--- src/rtl/dot_field.sv ---
// Maze dot / power-pellet field: eaten bitmap, a collision scanner that tests one dot
// per clock after each movement tick, score keeping, and a registered renderer lookup port.
module dot_field #(
  parameter  int COLS     = 8,
  parameter  int ROWS     = 4,
  parameter  int X0       = 60,
  parameter  int Y0       = 20,
  parameter  int PITCH    = 60,
  parameter  int HIT_TOL  = 4,
  parameter  int DOT_PTS  = 10,
  parameter  int PWR_PTS  = 50,
  localparam int NUM_DOTS = COLS * ROWS,
  localparam int IDX_W    = (NUM_DOTS > 1) ? $clog2(NUM_DOTS) : 1
) (
  input  logic             clk_i,
  input  logic             reset_i,
  input  logic             tick_i,
  input  logic             restart_i,
  input  logic [9:0]       pX_i,
  input  logic [9:0]       pY_i,
  input  logic [IDX_W-1:0] rd_idx_i,
  output logic [9:0]       rd_x_o,
  output logic [9:0]       rd_y_o,
  output logic             rd_present_o,
  output logic             rd_power_o,
  output logic             busy_o,
  output logic             scan_done_o,
  output logic             dot_eaten_o,
  output logic             power_eaten_o,
  output logic [IDX_W:0]   dots_left_o,
  output logic [15:0]      score_o,
  output logic             level_clear_o
);

  localparam logic [IDX_W:0]   NUM_DOTS_W = (IDX_W + 1)'(NUM_DOTS);
  localparam logic [IDX_W-1:0] LAST_IDX   = IDX_W'(NUM_DOTS - 1);

  typedef enum logic [1:0] {IDLE, SCAN, DONE} state_t;

  state_t              state_q;
  logic [IDX_W-1:0]    idx_q;
  logic [9:0]          pXl_q;
  logic [9:0]          pYl_q;
  logic [NUM_DOTS-1:0] eaten_q;
  logic [IDX_W:0]      dotsLeft_q;
  logic [15:0]         score_q;
  logic                dotPulse_q;
  logic                pwrPulse_q;
  logic [9:0]          rdX_q;
  logic [9:0]          rdY_q;
  logic                rdPresent_q;
  logic                rdPower_q;

  // Dot coordinates and pellet flags are elaboration-time constants (a small ROM).
  logic [9:0]          dotX [NUM_DOTS];
  logic [9:0]          dotY [NUM_DOTS];
  logic [NUM_DOTS-1:0] powerMask;

  for (genvar g = 0; g < NUM_DOTS; g++) begin : gen_dots
    assign dotX[g]      = 10'(X0 + (g % COLS) * PITCH);
    assign dotY[g]      = 10'(Y0 + (g / COLS) * PITCH);
    assign powerMask[g] = (g == 0) || (g == COLS - 1) ||
                          (g == NUM_DOTS - COLS) || (g == NUM_DOTS - 1);
  end

  logic [10:0] ax, bx, ay, by, dx, dy;
  logic        hitNow;
  logic [15:0] pts;
  logic [16:0] scoreSum;
  logic        rdValid;

  // Unsigned 11-bit distances never wrap, so a far-away dot can never look close.
  always_comb begin
    ax       = {1'b0, pXl_q};
    bx       = {1'b0, dotX[idx_q]};
    ay       = {1'b0, pYl_q};
    by       = {1'b0, dotY[idx_q]};
    dx       = (ax >= bx) ? (ax - bx) : (bx - ax);
    dy       = (ay >= by) ? (ay - by) : (by - ay);
    hitNow   = (state_q == SCAN) && !eaten_q[idx_q] &&
               (dx <= 11'(HIT_TOL)) && (dy <= 11'(HIT_TOL));
    pts      = powerMask[idx_q] ? 16'(PWR_PTS) : 16'(DOT_PTS);
    scoreSum = {1'b0, score_q} + {1'b0, pts};
    rdValid  = {1'b0, rd_idx_i} < NUM_DOTS_W;
  end

  always_ff @(posedge clk_i) begin
    if (reset_i) begin
      state_q     <= IDLE;
      idx_q       <= '0;
      pXl_q       <= '0;
      pYl_q       <= '0;
      eaten_q     <= '0;
      dotsLeft_q  <= NUM_DOTS_W;
      score_q     <= '0;
      dotPulse_q  <= 1'b0;
      pwrPulse_q  <= 1'b0;
      rdX_q       <= '0;
      rdY_q       <= '0;
      rdPresent_q <= 1'b0;
      rdPower_q   <= 1'b0;
    end else begin
      dotPulse_q <= 1'b0;
      pwrPulse_q <= 1'b0;

      if (rdValid) begin
        rdX_q       <= dotX[rd_idx_i];
        rdY_q       <= dotY[rd_idx_i];
        rdPresent_q <= !eaten_q[rd_idx_i];
        rdPower_q   <= powerMask[rd_idx_i];
      end else begin
        rdX_q       <= '0;
        rdY_q       <= '0;
        rdPresent_q <= 1'b0;
        rdPower_q   <= 1'b0;
      end

      // Restart wins over everything the scanner would do this cycle, including a hit.
      if (restart_i) begin
        eaten_q    <= '0;
        dotsLeft_q <= NUM_DOTS_W;
        state_q    <= IDLE;
      end else begin
        case (state_q)
          IDLE: begin
            if (tick_i) begin
              pXl_q   <= pX_i;
              pYl_q   <= pY_i;
              idx_q   <= '0;
              state_q <= SCAN;
            end
          end
          SCAN: begin
            if (hitNow) begin
              eaten_q[idx_q] <= 1'b1;
              dotsLeft_q     <= dotsLeft_q - (IDX_W + 1)'(1);
              score_q        <= scoreSum[16] ? 16'hFFFF : scoreSum[15:0];
              dotPulse_q     <= !powerMask[idx_q];
              pwrPulse_q     <= powerMask[idx_q];
            end
            if (idx_q == LAST_IDX) begin
              state_q <= DONE;
            end else begin
              idx_q <= idx_q + IDX_W'(1);
            end
          end
          DONE:    state_q <= IDLE;
          default: state_q <= IDLE;
        endcase
      end
    end
  end

  assign rd_x_o        = rdX_q;
  assign rd_y_o        = rdY_q;
  assign rd_present_o  = rdPresent_q;
  assign rd_power_o    = rdPower_q;
  assign busy_o        = (state_q == SCAN);
  assign scan_done_o   = (state_q == DONE);
  assign dot_eaten_o   = dotPulse_q;
  assign power_eaten_o = pwrPulse_q;
  assign dots_left_o   = dotsLeft_q;
  assign score_o       = score_q;
  assign level_clear_o = (dotsLeft_q == '0);

endmodule

--- config.mk ---
export PLATFORM = sky130hd
export DESIGN_NAME = dot_field
export DESIGN_NICKNAME = d
export VERILOG_FILES = /design/src/rtl/dot_field.sv
export SDC_FILE = /design/constraint.sdc
export NUM_CORES = 1
export LEC_CHECK = 0
export ABC_CLOCK_PERIOD_IN_PS = 4600
export CORE_AREA = 5 5 106 147
export CTS_CLUSTER_SIZE = 24
export DETAILED_ROUTE_END_ITERATION = 7
export DIE_AREA = 0 0 111 152
export PLACE_DENSITY = 0.64
export SLEW_MARGIN = 20
export SYNTH_ARGS = -nofsm -noshare
export SYNTH_HDL_FRONTEND = slang
export SYNTH_SLANG_ARGS = --single-unit
--- constraint.sdc ---
create_clock -name clk_i -period 4.6 [get_ports clk_i]
set_input_delay 0.69 -clock clk_i [delete_from_list [all_inputs] [get_ports clk_i]]
set_output_delay 0.69 -clock clk_i [all_outputs]
set_load 0.05 [all_outputs]
==> key figures <==
Run status
  – Outcome: completed

Synthesis
  – Ys flop type: dfxtp_1
  – Synthesized area: 5500 µm²
  – Synth Area per Inst: 8.60 µm²
  – Ys async rst share: 0
  – Number of flops mapped to enable cells by yosys: 0
  – Top cell type's share of synthesized area: 0.353
  – Flop and latch count out of synthesis: 97
  – Gate Count Post-Synth: 640
  – Synth area leader: dfxtp_1
  – Number of synthesis warnings: 0
  – Distinct cells, synth: 65
  – Seq/Total Area, Yosys: 0.353
  – Top cells by area, synth: dfxtp_1, ha_1, mux4_2

STA
  – Final setup skew: 0.00541 ns
  – Shortest period the worst path allows: 3.69 ns
  – Max-slew violations: 0
  – Setup WS post-layout: 0.909 ns
  – Slew Limit Headroom: 0.326
  – Setup violators final: 0
  – Final hold vios: 0
  – Period utilization: 0.802
  – RSZ-0062 raised after global routing: false
  – Fmax: 0.271 GHz
  – Setup TNS: 0 ns
  – Least-Margin Pin Slew: 1.01 ns

Power and ir drop
  – Switching Share: 0.277
  – Worst vdd ir: 180 µV
  – P_sw: 512 µW
  – Lkg Pwr: 2.37 nW
  – PwrDens: 281 nW/µm²
  – Clock power share: 0.391
  – Fraction of power consumed by sequential logic: 0.470
  – Comb power frac: 0.139
  – Internal cell power: 1.34 mW

Finish
  – Filler cell count: 1,362
  – Proportion of layout cells with a drive suffix above 1: 0.0842
  – Ant. Diodes: 0
  – Nets: 748
  – Fin cells: 878
  – Area Overhead vs Synth: 19.7%

Floorplan
  – Top Ports: 78
  – Die Y: 152 µm
  – Die area: 16,900 µm²
  – # rows: 52
  – Starting Density: 0.386
  – Core area: 14,200 µm²
  – Die X: 111 µm

Critical path
  – Critical path cell sequence: inv_1 -> ha_1 -> nor3b_1 -> o21ai_0 -> o41ai_1 -> nand4b_1 -> nand4b_1 -> a2111o_1 -> nor3_2 -> a211oi_1
  – Req. time, crit path: 4.80 ns
  – CP peak stage delay: 0.62 ns
  – Slowest-stage cell, CP: nor3b_1
  – Buf/Inv on CP: 1
  – Worst path arrival time: 3.89 ns
  – Startpoint types: flop
  – Crit Path Class: reg2reg
  – Crit-path most repeated cell: nand4b_1
  – Setup crit end kind: flop
  – Max FO, Critical Path: 9
  – Family with the most delay on the worst path: simple AND/OR/NAND/NOR gates

Place
  – GPL Wtd Cong: 0.922
  – Post-DP HPWL: 11,400 µm
  – Pre-CTS setup slack: 0.950 ns
  – Cell total after placement: 862
  – Port bufs: 69

Routing
  – Met2 routed WL: 8060 µm
  – Routed len/inst: 17.9 µm
  – Wire length on met3: 797 µm
  – Routed wire length: 15,700 µm
  – Vias: 5,033
  – Post-route ant nets: 0
  – Drt pass-1 iters: 6
  – Top Metal Used: met4
  – DRT met1 WL: 6230 µm
  – Residual DRC count: 0
  – DR iter-0 viols: 324
  – DR vias/cell: 5.73

GRT
  – First-pass GRT wire length: 25,700 µm
  – Total gr overflow: 0
  – Largest net degree at the start of global routing: 62
  – Total Routing Usage GR: 0.184
  – Initial antenna violation count: 0
  – Number of global-route vias before repair: 5,046

Clock network
  – Reg clk slew, reported paths: 0.07 ns
  – # clock sinks: 97
  – Hold buffers post-CTS: 0
  – Maximum clock insertion buffer count: 2
  – Max H-tree Level: 3
  – CTS tree: yes
  – Postcts setup bufs: 0
  – Post-CTS resize count: 0
  – Clock Latency Late Sink: 0.35 ns
  – Clk root buf: clkbuf_16
  – Number of CTS-inserted buffers: 9

Worst hold path
  – Hold/Removal Path Class: reg2reg

Run
  – Max cap viols: 0
-- through the flow --
step                      power [mW]  hold slack [ns]   util  area, µm²
final                           1.85            0.461  0.462       6580
after detailed placement        1.14            0.454  0.442       6300
after CTS                       1.86            0.464  0.462       6580
after global routing            1.92            0.501  0.462       6580
after global placement          1.14            0.447  0.442       6300
after floorplan                 1.06            0.436      -       5530
-- power groups by stage --
stage          clock, mW  combinational (mW)  sequential, mW
6_report           0.723               0.256           0.868
5_1_grt            0.774               0.278           0.870
4_1_cts            0.740               0.256           0.868
3_5_place_dp           0               0.255           0.888
3_3_place_gp           0               0.251           0.888
2_1_floorplan          0               0.159           0.904
-- flip-flops by register name, indices dropped and copies added, names as in the netlist, 4 cells and up --
name         cells
dots_left_o      6
eaten_q         32
idx_q            5
rd_y_o           4
score_o         16
pYl_q           10
pXl_q           10
rd_x_o           7
-- worst register-to-register path: cells and delay by family, from the launching register on --
| kind | cells | cell delay, ns |
|---|---|---|
| simple gates | 4 | 1.59 |
| flops | 1 | 0.33 |
| compound gates | 4 | 1.06 |
| buf+inv | 1 | 0.16 |
| fa+ha+maj | 1 | 0.39 |
-- cells in the final DEF, fill, tap and decap left out, types with 4 or more instances in the layout --
cell type,Yosys,layout
dfxtp_1,97,97
nor2_1,72,71
clkdlybuf4s50_1,0,68
nand2_1,58,58
a31oi_1,47,47
a21oi_1,41,41
ha_1,33,33
inv_1,30,30
nor3_1,25,25
a211oi_1,17,17
nor2b_1,16,16
mux4_2,16,16
o21ai_0,14,14
nand3_1,9,9
clkbuf_16,0,9
xnor2_1,8,8
conb_1,1,8
buf_4,9,8
and3_1,7,7
o21a_1,7,7
mux2i_1,6,6
xor2_1,6,6
nand4b_1,5,5
a311oi_1,5,5
and2_1,4,4
-- path summary, 6_finish.rpt --
kind / start / cells after the start / to / slack [ns]
min: pXl_q[2] / 2 / pXl_q[2] / 0.46
max reg2reg: idx_q[0] / 10 / score_o[2] / 0.91
max: idx_q[0] / 10 / score_o[2] / 0.91
min reg2reg: pXl_q[2] / 2 / pXl_q[2] / 0.46
-- cell type report --
class / count / area, µm² / share of cell area
tap: 189 / 236 / 0.0359
clock buffer: 10 / 239 / 0.0363
sequential: 97 / 1940 / 0.295
timing repair buffer: 78 / 766 / 0.116
multi-input combinational: 468 / 3250 / 0.493
clock inverter: 6 / 41.3 / 0.00627
inverter: 30 / 113 / 0.0171
-- Yosys cell counts (8+ instances only) --
cell       n
a31oi_1   47
mux4_2    16
nand3_1    9
inv_1     30
nand2_1   58
ha_1      33
nor2_1    72
nor3_1    25
o21ai_0   14
dfxtp_1   97
buf_4      9
a211oi_1  17
nor2b_1   16
a21oi_1   41
xnor2_1    8
clkbuf_1  36
-- per-layer routing --
| metal | track usage | vias to the layer above |
|---|---|---|
| met1 | 0.212 | 2394 |
| met2 | 0.329 | 207 |
| met5 | 0 | - |
| met4 | 0.0968 | 0 |
| met3 | 0.0263 | 44 |
| li1 | - | 2388 |
-- cell families (layout without fill, tap and decap cells) --
| family | count (synthesis) | count (layout) | synth area share |
|---|---|---|---|
| AOI/OAI and AO/OA | 162 | 162 | 0.197 |
| adders and majority gates | 35 | 35 | 0.0823 |
| DFF | 97 | 97 | 0.353 |
| xor gates and xnor gates | 14 | 14 | 0.0223 |
| muxes | 25 | 25 | 0.0826 |
| buffers and inverters | 82 | 124 | 0.0632 |
| and+or+nand+nor | 224 | 224 | 0.199 |
| other | 1 | 8 | 0.000682 |
(Power assumes the default switching activity.)
